### config.mk
export PLATFORM = sky130hd
export DESIGN_NAME = mult_div_unit
export DESIGN_NICKNAME = d
export VERILOG_FILES = /design/src/rtl/mdu_pkg.sv /design/src/rtl/mdu_iter_step.sv /design/src/rtl/mult_div_unit.sv
export SDC_FILE = /design/constraint.sdc
export NUM_CORES = 1
export LEC_CHECK = 0
export ABC_CLOCK_PERIOD_IN_PS = 2900
export BUFFER_PORTS_ARGS = -buffer_cell sky130_fd_sc_hd__buf_2
export CELL_PAD_IN_SITES_DETAIL_PLACEMENT = 1
export CELL_PAD_IN_SITES_GLOBAL_PLACEMENT = 1
export CORE_MARGIN = 2
export CORE_UTILIZATION = 40
export DETAILED_ROUTE_END_ITERATION = 8
export PLACE_DENSITY_LB_ADDON = 0.1
export SETUP_SLACK_MARGIN = 0.5
export SLEW_MARGIN = 30
export SYNTH_ARGS = -nofsm -noshare
export SYNTH_HDL_FRONTEND = slang
export SYNTH_SLANG_ARGS = --single-unit
### constraint.sdc
create_clock -name clk -period 2.9 [get_ports clk]
set_clock_uncertainty 0.05 [all_clocks]
set_input_delay 0.145 -clock clk [delete_from_list [all_inputs] [get_ports clk]]
set_output_delay 0.145 -clock clk [all_outputs]
set_load 0.05 [all_outputs]
### src/rtl/mdu_pkg.sv
// Shared definitions for the iterative multiply/divide unit: op encodings,
// FSM states and default datapath sizes.
package mdu_pkg;

  localparam int WIDTH = 32;
  localparam int ITER  = 32;

  localparam logic [1:0] OP_MULT  = 2'b00;
  localparam logic [1:0] OP_MULTU = 2'b01;
  localparam logic [1:0] OP_DIV   = 2'b10;
  localparam logic [1:0] OP_DIVU  = 2'b11;

  typedef enum logic [1:0] {
    IDLE = 2'b00,
    RUN  = 2'b01,
    FIX  = 2'b10,
    DONE = 2'b11
  } state_t;

  function automatic logic is_div_op(input logic [1:0] op);
    return op[1];
  endfunction

  function automatic logic is_signed_op(input logic [1:0] op);
    return ~op[0];
  endfunction

endpackage

### src/rtl/mdu_iter_step.sv
// One iteration of the shared {acc, q} datapath: a right-shifting shift-add
// step for multiply or a left-shifting restoring shift-subtract step for divide.
module mdu_iter_step #(
  parameter int WIDTH = 32
) (
  input  logic               is_div,
  input  logic [2*WIDTH-1:0] cur,
  input  logic [WIDTH-1:0]   m,
  output logic [2*WIDTH-1:0] nxt
);

  logic [WIDTH-1:0] acc;
  logic [WIDTH-1:0] q;
  logic [WIDTH:0]   sum;
  logic [WIDTH:0]   shifted_hi;
  logic             ge;
  logic [WIDTH-1:0] trial;

  assign acc = cur[2*WIDTH-1:WIDTH];
  assign q   = cur[WIDTH-1:0];

  // Compute the next {acc, q} for whichever operation is active.
  always_comb begin
    sum        = {1'b0, acc};
    shifted_hi = {acc, q[WIDTH-1]};
    ge         = 1'b0;
    trial      = {WIDTH{1'b0}};
    nxt        = cur;
    if (is_div) begin
      // acc stays below the divisor, so the shifted partial remainder fits in WIDTH+1 bits
      ge    = (shifted_hi >= {1'b0, m});
      trial = shifted_hi[WIDTH-1:0] - m;
      if (ge) begin
        nxt = {trial, q[WIDTH-2:0], 1'b1};
      end else begin
        nxt = {shifted_hi[WIDTH-1:0], q[WIDTH-2:0], 1'b0};
      end
    end else begin
      if (q[0]) begin
        sum = {1'b0, acc} + {1'b0, m};
      end else begin
        sum = {1'b0, acc};
      end
      nxt = {sum, q[WIDTH-1:1]};
    end
  end

endmodule

### src/rtl/mult_div_unit.sv
// Iterative 32-step multiply/divide unit with HI/LO result registers,
// handling signed operands by magnitude iteration plus a final sign fix-up.
module mult_div_unit #(
  parameter int WIDTH = mdu_pkg::WIDTH,
  parameter int ITER  = mdu_pkg::ITER
) (
  input  logic             clk,
  input  logic             rst_n,
  input  logic             start,
  input  logic [1:0]       op,
  input  logic [WIDTH-1:0] operandA,
  input  logic [WIDTH-1:0] operandB,
  output logic             busy,
  output logic             done,
  output logic             divByZero,
  output logic [WIDTH-1:0] hi,
  output logic [WIDTH-1:0] lo
);
  import mdu_pkg::*;

  localparam int CW = (ITER > 1) ? $clog2(ITER) : 1;

  state_t             state;
  logic [CW-1:0]      count;
  logic               is_div;
  logic               neg_main;
  logic               neg_rem;
  logic               dbz;
  logic [WIDTH-1:0]   a_raw;
  logic [WIDTH-1:0]   m;
  logic [2*WIDTH-1:0] acc_q;

  logic [2*WIDTH-1:0] step_nxt;
  logic [WIDTH-1:0]   abs_a;
  logic [WIDTH-1:0]   abs_b;
  logic [WIDTH-1:0]   hi_n;
  logic [WIDTH-1:0]   lo_n;
  logic [2*WIDTH-1:0] prod_n;

  mdu_iter_step #(.WIDTH(WIDTH)) u_step (
    .is_div (is_div),
    .cur    (acc_q),
    .m      (m),
    .nxt    (step_nxt)
  );

  // Operand magnitudes at issue time; unsigned ops pass through untouched.
  always_comb begin
    abs_a = operandA;
    abs_b = operandB;
    if (is_signed_op(op)) begin
      abs_a = operandA[WIDTH-1] ? (~operandA + {{(WIDTH-1){1'b0}}, 1'b1}) : operandA;
      abs_b = operandB[WIDTH-1] ? (~operandB + {{(WIDTH-1){1'b0}}, 1'b1}) : operandB;
    end else begin
      abs_a = operandA;
      abs_b = operandB;
    end
  end

  // Sign fix-up of the final {acc, q}; the most negative dividend / -1 wraps naturally.
  always_comb begin
    hi_n   = acc_q[2*WIDTH-1:WIDTH];
    lo_n   = acc_q[WIDTH-1:0];
    prod_n = acc_q;
    if (is_div) begin
      if (dbz) begin
        hi_n = a_raw;
        lo_n = {WIDTH{1'b1}};
      end else begin
        lo_n = neg_main ? (~acc_q[WIDTH-1:0] + {{(WIDTH-1){1'b0}}, 1'b1})
                        : acc_q[WIDTH-1:0];
        hi_n = neg_rem ? (~acc_q[2*WIDTH-1:WIDTH] + {{(WIDTH-1){1'b0}}, 1'b1})
                       : acc_q[2*WIDTH-1:WIDTH];
      end
    end else begin
      prod_n = neg_main ? (~acc_q + {{(2*WIDTH-1){1'b0}}, 1'b1}) : acc_q;
      hi_n   = prod_n[2*WIDTH-1:WIDTH];
      lo_n   = prod_n[WIDTH-1:0];
    end
  end

  // Control FSM, iteration counter and all architectural registers.
  always_ff @(posedge clk) begin
    if (!rst_n) begin
      state     <= IDLE;
      count     <= {CW{1'b0}};
      is_div    <= 1'b0;
      neg_main  <= 1'b0;
      neg_rem   <= 1'b0;
      dbz       <= 1'b0;
      a_raw     <= {WIDTH{1'b0}};
      m         <= {WIDTH{1'b0}};
      acc_q     <= {(2*WIDTH){1'b0}};
      hi        <= {WIDTH{1'b0}};
      lo        <= {WIDTH{1'b0}};
      busy      <= 1'b0;
      done      <= 1'b0;
      divByZero <= 1'b0;
    end else begin
      done      <= 1'b0;
      divByZero <= 1'b0;
      case (state)
        IDLE, DONE: begin
          if (start) begin
            state    <= RUN;
            busy     <= 1'b1;
            count    <= {CW{1'b0}};
            is_div   <= is_div_op(op);
            neg_main <= is_signed_op(op) & (operandA[WIDTH-1] ^ operandB[WIDTH-1]);
            neg_rem  <= is_signed_op(op) & operandA[WIDTH-1];
            dbz      <= is_div_op(op) & (operandB == {WIDTH{1'b0}});
            a_raw    <= operandA;
            m        <= abs_b;
            acc_q    <= {{WIDTH{1'b0}}, abs_a};
          end else begin
            state <= IDLE;
            busy  <= 1'b0;
          end
        end
        RUN: begin
          acc_q <= step_nxt;
          count <= count + {{(CW-1){1'b0}}, 1'b1};
          if (count == CW'(ITER - 1)) begin
            state <= FIX;
          end else begin
            state <= RUN;
          end
        end
        FIX: begin
          hi        <= hi_n;
          lo        <= lo_n;
          done      <= 1'b1;
          divByZero <= dbz;
          busy      <= 1'b0;
          state     <= DONE;
        end
        default: begin
          state <= IDLE;
          busy  <= 1'b0;
        end
      endcase
    end
  end

endmodule

==> results of run 1 <==
metal layers:
layer | global-route usage [%] | up-vias | share of wire [%]
li1 | - | 8442 | -
met1 | 46.72 | 9133 | 45
met2 | 53.45 | 598 | 46
met3 | 4.145 | 125 | 5.8
met4 | 9.084 | 0 | 2.8
met5 | 0 | - | 0
area by class of cell:
| type | instances | area share, % |
|---|---|---|
| timing repair buffer | 567 | 18.72 |
| antenna | 1 | 0.01084 |
| sequential | 206 | 18.09 |
| clock inverter | 15 | 0.9163 |
| tap | 525 | 2.846 |
| clock buffer | 36 | 3.389 |
| multi-input combinational | 1660 | 54.86 |
| inverter | 68 | 1.171 |
power by group:
part	internal [mW]	total (mW)	switching [mW]
sequential	2.97	3.11	0.144
combinational	1.63	3.68	2.05
clock	2.34	3.81	1.47
stage by stage:
step / setup slack [ns] / cells
6_report: -0.1915 / 3078
5_1_grt: -0.2769 / 3078
4_1_cts: -0.1323 / 3046
3_5_place_dp: -0.3637 / 2902
3_3_place_gp: -0.3459 / 2902
2_1_floorplan: 0.1241 / 2097
worst register-to-register path: stages (launching register included):
cell and delay [ns]:
dfxtp_4 0.34, buf_6 0.12, buf_6 0.15, inv_6 0.08
ha_4 0.13, or3b_4 0.38, or4_4 0.49, or4_4 0.48
o31ai_4 0.20, xnor2_1 0.09, mux2i_1 0.16, nor2_1 0.06
a31oi_1 0.16, o21ai_1 0.09
sequential cells by signal (all words and copies together), names as in the netlist, 2 cells and up:
| name | flops |
|---|---|
| acc_q | 64 |
| a_raw | 32 |
| hi | 32 |
| lo | 32 |
| m | 32 |
| count | 5 |
| state | 2 |
worst paths after layout:
path                from  endpoint  slack [ns]  cells past startpoint
max            acc_q[32]    hi[12]       -0.19                     13
min          operandA[9]  acc_q[9]      -0.003                      4
max reg2reg    acc_q[32]    hi[12]       -0.19                     13
min reg2reg       hi[29]    hi[29]        0.42                      2
kinds of logic (layout without fill, tap and decap cells):
logic type               after synthesis  after routing  share of synthesized area [%]
AO/OA/AOI/OAI                        689            689                          29.22
AND/OR/NAND/NOR                      641            643                          18.98
buffers and inverters                233            686                          5.655
flip-flops                           206            206                          25.78
XOR/XNOR                             190            190                          10.40
adder cells (fa/ha/maj)               75             75                          5.961
multiplexers                          63             63                          3.997
other                                  0              1                              0
timing repair:
action / in CTS / in global routing
endpoints found under the hold margin: 54 / 0
endpoints found under the setup margin: 73 / 91
hold buffers: 49 / 0
gates cloned: 4 / 0
gates resized for setup: 219 / 160
pin swaps: 108 / 96
setup buffers: 40 / 31
layout by cell type (no fill, tap or decap), types with 41 or more instances in the layout:
cell type,n
xor2_1,89
dfxtp_1,171
inv_1,58
mux2i_1,56
o21ai_1,41
o211ai_1,47
buf_4,335
ha_1,43
a21oi_1,116
o21ai_0,106
nand2_1,293
buf_2,134
dlygate4sd3_1,49
xnor2_1,92
nor2_1,84
a21boi_0,65
==> run metrics, run 1 <==
Synth Cell Area=0.01600 sq mm; Worst EP required=~3.3 ns; clk slew on worst S/H paths=roughly 0.060 ns; most repeated cell in the gate-level netlist after synthesis=nand2_1; die area=around 0.042 sq mm; Wirelength per Cell=~24 um; number of global-route vias before repair=approximately 19000; Max Cap Violations=0; routed via count=between 15000 and 20000; routability congestion estimate=0.9317; async set or reset register ratio after synthesis=0%; worst path setup slack after routing=-0.1915 ns; slew at the pin closest to its max-slew limit=approximately 1 ns; distinct cell type count after synthesis=between 80 and 90; # clock sinks=between 200 and 250; initial core utilization=between 40% and 50%; RSZ-0062 raised after global routing=true; fraction of post-synthesis cell area in the top cell type by area=25.78%; initial detailed-routing violation count=between 1000 and 1500; largest area contributor in the synthesized netlist=dfxtp_1; violations in the final reports=negative hold slack, negative setup slack; worst hold slack after final layout=-0.002965 ns; power density over the cells=approximately 460 mW/mm^2; number of I/O port buffers=135; first-pass GRT wire length=~110000 um; slowest library cell on the worst path=or4_4; register bit total from synthesis=slightly above 200; synthesized net count=between 2000 and 2500; leakage power=between 9 and 10 nW; cells taking the most area after synthesis=dfxtp_1, nand2_1, ha_1; nature of the critical path endpoint=register; delay of the slowest cell on the worst path=around 0.49 ns; CTS tree=done; Core Area=between 0.03 and 0.04 sq mm; Max-slew headroom=32.45%; ratio of cells with drive above 1 in the final layout=between 30% and 40%; Pre-Repair DR Iteration Count=5; Filler cells=4757; overall power after layout=about 11 mW; Post-synth top cells=nand2_1, dfxtp_1, o21ai_0; Post-Route Utilization=58.22%; All-Layer GR Usage=33.24%; Root Driver=clkbuf_16; setup tns final=-3.114 ns; Setup CP Type=register to register; footprint of the multi-input gates=approximately 0.013 sq mm; worst path buffer plus inverter count=3; worst vdd ir=between 0.4 and 0.5 mV; cell chain of the critical path=buf_6 -> buf_6 -> inv_6 -> ha_4 -> or3b_4 -> or4_4 -> or4_4 -> o31ai_4 -> xnor2_1 -> mux2i_1 -> nor2_1 -> a31oi_1 -> o21ai_1; pin count of the biggest net entering global routing=between 70 and 80; worst skew pair latency=slightly below 0.6 ns; row count=73; buffer levels on the longest clock path=3; crit path time final=between 3 and 4 ns; grt total ovfl=0; synthesis-to-finish area growth=44.27%; endpoints failing hold=1; sequential area share after synthesis=around a quarter; final-report max-slew violation count=0; run status=finished with violations; Storage cell area=~0.0042 sq mm; placed inst area=a little under 0.02 sq mm; number of nets in the final layout=approximately 2700; upper clock frequency limit=about 320 MHz; Inserted Clock Buffers=28; CTS H-tree lvls=1; worst hold path type=input pin to register; DIE WIDTH=approximately 200 um; largest fanout of any net on the critical path=8; DRC violations left=0; startpoint kind of the worst setup timing path=register; average cell area after synthesis=between 7 and 8 sq um; count of yosys warnings during synthesis=0; detailed-placement wirelength estimate=roughly 51000 um; Total Wirelength=roughly 73000 um; flip-flop cell with the highest count after synthesis=dfxtp_1; Post-synth EDFFs=0; io pins=around 140; Vias/cell=a little under 6; fin area=0.02308 sq mm; Post-Synthesis Cells=2097; CP delay by family, top=simple AND/OR/NAND/NOR gates; final count of negative-setup-slack endpoints=34; die span in y=just over 200 um; antenna violation net count after detailed routing=0; antenna violations before repair=1; post-route fraction of the period consumed by the critical path=106.6%; arrival time of data at the critical path endpoint=roughly 3.5 ns
Power figures use the tool's default switching activity.
==> inputs of run 2 (changes only) <==
--- a/config.mk
+++ b/config.mk
@@ -11,8 +11,9 @@
 export CELL_PAD_IN_SITES_GLOBAL_PLACEMENT = 1
 export CORE_MARGIN = 2
 export CORE_UTILIZATION = 40
+export CTS_BUF_LIST = sky130_fd_sc_hd__clkbuf_2 sky130_fd_sc_hd__clkbuf_4 sky130_fd_sc_hd__clkbuf_8
 export DETAILED_ROUTE_END_ITERATION = 8
-export PLACE_DENSITY_LB_ADDON = 0.1
+export PLACE_DENSITY = 0.8
 export SETUP_SLACK_MARGIN = 0.5
 export SLEW_MARGIN = 30
 export SYNTH_ARGS = -nofsm -noshare
==> run 2 against run 1 <==
Net effect:
- the run still ends with negative hold slack, negative setup slack left
- global-route usage grew 3.6 points
- sequential power is essentially flat
- utilization grew 1.0 points
- register-to-register slack lost 0.41 ns
- critical path type unchanged
==> run metrics, run 2 (synthesis results as in run 1) <==
io pins=136 (unchanged); power density over the cells=457.4 mW/mm^2 (was 459.5 mW/mm^2); worst hold path type=input pin to register (unchanged); DIE WIDTH=204.0 um (unchanged); internal power consumption=6.498 mW (was 6.939 mW); RSZ-0062 raised after global routing=true (unchanged); first-pass GRT wire length=119700 um (was 109000 um); endpoints failing hold=1 (unchanged); clk slew on worst S/H paths=0.07 ns (was 0.06 ns); Root Driver=clkbuf_8 (was clkbuf_16); final-report max-slew violation count=0 (unchanged); worst hold slack after final layout=-0.004078 ns (was -0.002965 ns); Wirelength per Cell=30.64 um (was 23.56 um); Max-slew headroom=33.73% (was 32.45%); initial core utilization=40.35% (unchanged); flip-flop count of the largest register after layout=64 (unchanged); Setup CP Type=register to register (unchanged); initial detailed-routing violation count=2416 (was 1259); antenna violations before repair=4 (was 1); startpoint kind of the worst setup timing path=register (unchanged); routability congestion estimate=0.9658 (was 0.9317); worst vdd ir=0.4018 mV (was 0.4725 mV); nature of the critical path endpoint=register (unchanged); number of I/O port buffers=135 (unchanged); row count=73 (unchanged); # clock sinks=206 (unchanged); grt total ovfl=0 (unchanged); clock share of power=32.8% (was 35.9%); highest-count cells in the layout ignoring fill and taps=buf_4, nand2_1, dfxtp_1 (unchanged); antenna violation net count after detailed routing=0 (unchanged); detailed-placement wirelength estimate=50170 um (was 50970 um); CTS H-tree lvls=2 (was 1); violations in the final reports=negative hold slack, negative setup slack (unchanged); worst skew pair latency=0.65 ns (was 0.58 ns); pin count of the biggest net entering global routing=85 (was 74); Pre-Repair DR Iteration Count=5 (unchanged); Filler cells=4610 (was 4757); most common library cell in the layout ignoring fill and taps=buf_4 (unchanged); die area=0.04160 sq mm (unchanged); Max Cap Violations=0 (unchanged); worst path setup slack after routing=-0.5972 ns (was -0.1915 ns); Inserted Clock Buffers=42 (was 28); CTS tree=done (unchanged); overall power after layout=10.74 mW (was 10.60 mW); leakage power=10.08 nW (was 9.897 nW); Core Area=0.03964 sq mm (unchanged); Worst EP required=3.34 ns (was 3.30 ns); ratio of cells with drive above 1 in the final layout=34.91% (was 33.58%); buffer levels on the longest clock path=3 (unchanged); run status=finished with violations (unchanged); dpl ws=-0.6780 ns (was -0.3637 ns); largest fanout of any net on the critical path=10 (was 8); routed via count=21180 (was 18300); reported net switching power=4.246 mW (was 3.664 mW); slew at the pin closest to its max-slew limit=0.9941 ns (was 1.013 ns); final count of negative-setup-slack endpoints=43 (was 34); part of the total power dissipated in sequential elements=29.1% (was 29.3%); top register by number of flip-flops=acc_q (unchanged); number of global-route vias before repair=20570 (was 18560); arrival time of data at the critical path endpoint=3.94 ns (was 3.49 ns); number of nets in the final layout=2710 (was 2675); post-route fraction of the period consumed by the critical path=120.6% (was 106.6%); Total Wirelength=95730 um (was 72530 um); synthesis-to-finish area growth=46.83% (was 44.27%); power share of the combinational group=38.2% (was 34.7%); All-Layer GR Usage=36.84% (was 33.24%); die span in y=204.0 um (unchanged); upper clock frequency limit=285.9 MHz (was 323.5 MHz); crit path time final=3.497 ns (was 3.092 ns); DRC violations left=0 (unchanged); Vias/cell=6.780 (was 5.945); sw frac=39.52% (was 34.56%)
==> run 2: area by class of cell <==
cell class                      instances  area [sq um]  area share [%]
Tap cell                              525         656.9           2.797
Timing Repair Buffer                  590          4623           19.68
Antenna cell                            4         10.01         0.04262
Sequential cell                       206          4168           17.75
Multi-Input combinational cell       1658         12860           54.78
Clock buffer                           64         805.8           3.431
Inverter                               68         275.3           1.172
Clock inverter                          9         82.58          0.3516
==> run 2: what timing repair did <==
item	4_1_cts	5_1_grt
cloned	2	2
hold endpoints to repair	95	0
gates resized for setup	239	189
setup endpoints to repair	69	83
pin swaps	102	106
buffers inserted	48	33
hold buffers	64	0
==> run 2: worst max-delay path, stage by stage (launching register included) <==
cell,delay (ns)
dfxtp_2,0.36
buf_6,0.16
ha_2,0.36
o21ai_2,0.06
o21a_1,0.23
or2_4,0.26
nor3_2,0.16
buf_4,0.19
nor2_1,0.08
o31ai_1,0.29
buf_4,0.22
xor2_4,0.26
a21oi_1,0.15
nor3_2,0.49
==> run 2: per-stage QoR <==
step	util, %	TNS, ns	hold slack (ns)	instance area [sq um]	std cells
after detailed placement	48.73	-11.84	0.3918	19320	2898
after floorplan	-	0	0.2399	16350	2097
final	59.25	-10.27	-0.004078	23490	3124
after CTS	56.12	-2.120	0.005465	22250	3085
after global placement	48.69	-13.12	0.3909	19300	2897
after global routing	59.22	-12.74	0.03773	23480	3120
==> run 2: power by group through the flow <==
stage / sequential, mW / clock (mW) / combinational, mW
CTS: 3.09 / 3.40 / 3.29
global placement: 3.13 / 0 / 2.71
detailed placement: 3.14 / 0 / 2.80
floorplan: 3.12 / 0 / 1.68
finish: 3.12 / 3.52 / 4.10
global route: 3.13 / 3.61 / 4.22
==> run 2: per-layer routing <==
layer | wire [um] | global-route usage (%) | part of all wire (%) | vias to the layer above
met4 | 9010 | 22.13 | 9.4 | 6
met2 | 42640 | 60.62 | 45 | 1751
met5 | 46 | 0 | 0.048 | -
li1 | - | - | - | 8507
met1 | 33750 | 44.27 | 35 | 10200
met3 | 10280 | 7.605 | 11 | 718
==> run 2: final timing paths <==
check | from | end | slack (ns) | cells after the start
max | acc_q[34] | acc_q[52] | -0.60 | 13
min | operandB[1] | m[3] | -0.004 | 5
max reg2reg | acc_q[34] | acc_q[52] | -0.60 | 13
min reg2reg | hi[31] | hi[31] | 0.39 | 2
==> inputs of run 3 (changes only) <==
--- a/config.mk
+++ b/config.mk
@@ -13,7 +13,7 @@
 export CORE_UTILIZATION = 40
 export CTS_BUF_LIST = sky130_fd_sc_hd__clkbuf_2 sky130_fd_sc_hd__clkbuf_4 sky130_fd_sc_hd__clkbuf_8
 export DETAILED_ROUTE_END_ITERATION = 8
-export PLACE_DENSITY = 0.8
+export PLACE_DENSITY_LB_ADDON = 0.1
 export SETUP_SLACK_MARGIN = 0.5
 export SLEW_MARGIN = 30
 export SYNTH_ARGS = -nofsm -noshare
==> run 3 against run 2 <==
Net effect:
- the run ends with negative setup slack left
- fmax is 12% higher
- largest power group unchanged
- final cell count is 0.13% higher
- design area hardly changed
- power is 2.5% lower
- hold slack better by 0.067 ns
- die area stayed put
- flip-flop and latch count stayed put
- non-clock buffer count is 5 higher
- sequential power hardly changed
- critical path depth is 2 higher
- via count is 12% lower
- first-iteration DRC count is 51% lower
==> run metrics, run 3 (synthesis results as in run 1) <==
run status=finished with violations (unchanged); violations in the final reports=negative setup slack (was negative hold slack, negative setup slack); pin count of the biggest net entering global routing=74 (was 85); number of I/O port buffers=135 (unchanged); reported net switching power=3.746 mW (was 4.246 mW); flip-flop count of the largest register after layout=64 (unchanged); setup tns final=-4.331 ns (was -10.27 ns); die span in y=204.0 um (unchanged); detailed-placement wirelength estimate=50970 um (was 50170 um); clk slew on worst S/H paths=0.07 ns (about the same); hold path cells=4 (was 5); power share of the combinational group=36.2% (was 38.2%); Pre-Repair DR Iteration Count=5 (unchanged); antenna violation net count after detailed routing=0 (unchanged); die area=0.04160 sq mm (unchanged); initial detailed-routing violation count=1189 (was 2416); All-Layer GR Usage=33.89% (was 36.84%); internal power consumption=6.731 mW (was 6.498 mW); slew at the pin closest to its max-slew limit=0.9855 ns (was 0.9941 ns); largest fanout of any net on the critical path=4 (was 10); antenna violations before repair=2 (was 4); arrival time of data at the critical path endpoint=3.62 ns (was 3.94 ns); startpoint kind of the worst setup timing path=register (unchanged); DIE WIDTH=204.0 um (unchanged); buffer levels on the longest clock path=3 (unchanged); Total Wirelength=74570 um (was 95730 um); final count of negative-setup-slack endpoints=41 (was 43); top register by number of flip-flops=acc_q (unchanged); RSZ-0062 raised after global routing=true (unchanged); Post-Route Utilization=59.22% (was 59.25%); worst vdd ir=0.3367 mV (was 0.4018 mV); number of global-route vias before repair=18980 (was 20570); grt total ovfl=0 (unchanged); Root Driver=clkbuf_8 (unchanged); worst hold path type=input pin to register (unchanged); final-report max-slew violation count=0 (unchanged); sw frac=35.75% (was 39.52%); initial core utilization=40.35% (unchanged); Setup CP Type=register to register (unchanged); Wirelength per Cell=23.84 um (was 30.64 um); post-route fraction of the period consumed by the critical path=107.4% (was 120.6%); Max Cap Violations=0 (unchanged); Worst Hold Endpoint=m[21] (was m[3]); # clock sinks=206 (unchanged); Worst Reg-to-Reg Cells=15 (was 13); routed via count=18650 (was 21180); fin area=0.02348 sq mm (was 0.02349 sq mm); min-delay src=operandB[21] (was operandB[1]); Max-slew headroom=34.30% (was 33.73%); most common library cell in the layout ignoring fill and taps=buf_4 (unchanged); endpoint of the worst register-to-register path=acc_q[40] (was acc_q[52]); Filler cells=4751 (was 4610); power density over the cells=446.3 mW/mm^2 (was 457.4 mW/mm^2); leakage power=10.15 nW (was 10.08 nW); placed inst area=0.01933 sq mm (was 0.01932 sq mm); CTS tree=done (unchanged); number of nets in the final layout=2718 (was 2710); crit path time final=3.115 ns (was 3.497 ns); first-pass GRT wire length=111000 um (was 119700 um); footprint of the multi-input gates=0.01276 sq mm (was 0.01286 sq mm); clock share of power=34.1% (was 32.8%); highest-count cells in the layout ignoring fill and taps=buf_4, nand2_1, dfxtp_1 (unchanged); Inserted Clock Buffers=44 (was 42); endpoints failing hold=0 (was 1); Critical R2R Launch=acc_q[32] (was acc_q[34]); worst skew pair latency=0.63 ns (was 0.65 ns); worst path setup slack after routing=-0.2154 ns (was -0.5972 ns); DRC violations left=0 (unchanged); part of the total power dissipated in sequential elements=29.7% (was 29.1%); ratio of cells with drive above 1 in the final layout=35.01% (was 34.91%); CTS H-tree lvls=2 (unchanged); Storage cell area=0.004161 sq mm (was 0.004168 sq mm); Core Area=0.03964 sq mm (unchanged); nature of the critical path endpoint=register (unchanged); upper clock frequency limit=321.0 MHz (was 285.9 MHz); r2r setup slk=-0.22 ns (was -0.60 ns); overall power after layout=10.48 mW (was 10.74 mW); io pins=136 (unchanged); row count=73 (unchanged); Vias/cell=5.964 (was 6.780); Worst EP required=3.41 ns (was 3.34 ns); synthesis-to-finish area growth=46.76% (was 46.83%); routability congestion estimate=0.9317 (was 0.9658)
-- run 3: changes by cell type in the layout (fill, tap and decap cells not counted), moves of 5 or more --
cell	delta
o21ai_0	-5
nor4_2	+5
o21ai_1	+10
nand2_2	+6
clkbuf_8	+5
buf_6	+16
-- run 3: cell type report --
| class | instances | area share [%] |
|---|---|---|
| multi-input cells | 1659 | 54.34 |
| repair buffers | 595 | 19.92 |
| flip-flops and latches | 206 | 17.73 |
| clock buffers | 68 | 3.694 |
| well taps | 525 | 2.798 |
| inverters | 68 | 1.141 |
| clock inverters | 6 | 0.3678 |
| diodes | 1 | 0.01066 |
-- run 3: worst max path at each step --
| stage | depth (start not counted) | endpoint | from | slack [ns] |
|---|---|---|---|---|
| 3_5_place_dp | 14 | acc_q[57] | m[0] | -0.36 |
| 2_1_floorplan | 12 | hi[28] | acc_q[32] | 0.12 |
| 6_report | 15 | acc_q[40] | acc_q[32] | -0.22 |
| 4_1_cts | 14 | acc_q[60] | acc_q[32] | -0.12 |
| 5_1_grt | 15 | acc_q[40] | m[6] | -0.29 |
| 3_3_place_gp | 14 | acc_q[57] | m[0] | -0.35 |
-- run 3: per-layer routing --
metal  global-route usage, %  share of wire, %
met2                   54.98                46
met3                   4.990               6.1
met1                   46.58                44
met5                       0             0.017
met4                   9.757               3.0
-- run 3: power by group through the flow --
stage	Combinational (mW)	Clock [mW]	Sequential (mW)
floorplan	1.68	0	3.12
global placement	2.72	0	3.14
detailed placement	2.78	0	3.15
CTS	3.31	3.61	3.10
global route	4.02	3.75	3.13
finish	3.79	3.58	3.11
-- run 3: stage by stage --
step           hold slack, ns  cells  worst slack (ns)
5_1_grt               0.07607   3128           -0.2947
4_1_cts              0.002140   3092           -0.1201
2_1_floorplan          0.2399   2097            0.1241
3_3_place_gp           0.3848   2902           -0.3459
6_report              0.06271   3128           -0.2154
3_5_place_dp           0.4000   2902           -0.3637
-- run 3: critical path: stages (launching register included) --
cell	delay [ns]
dfxtp_4	0.35
buf_6	0.13
ha_4	0.23
nor2b_4	0.13
o2111ai_4	0.24
a2111oi_4	0.12
or4_4	0.46
and2_4	0.17
buf_6	0.12
a41oi_4	0.25
buf_12	0.16
buf_12	0.10
buf_16	0.10
nand2_2	0.05
a31oi_1	0.22
a22o_1	0.17
-- run 3: repair_timing --
item                                    4_1_cts  5_1_grt
endpoints found under the setup margin       71      109
pin swaps                                   126      111
gates resized for setup                     243      177
setup buffers                                50       35
gates cloned                                  4        0
hold buffers                                 62        0
endpoints found under the hold margin        94        0
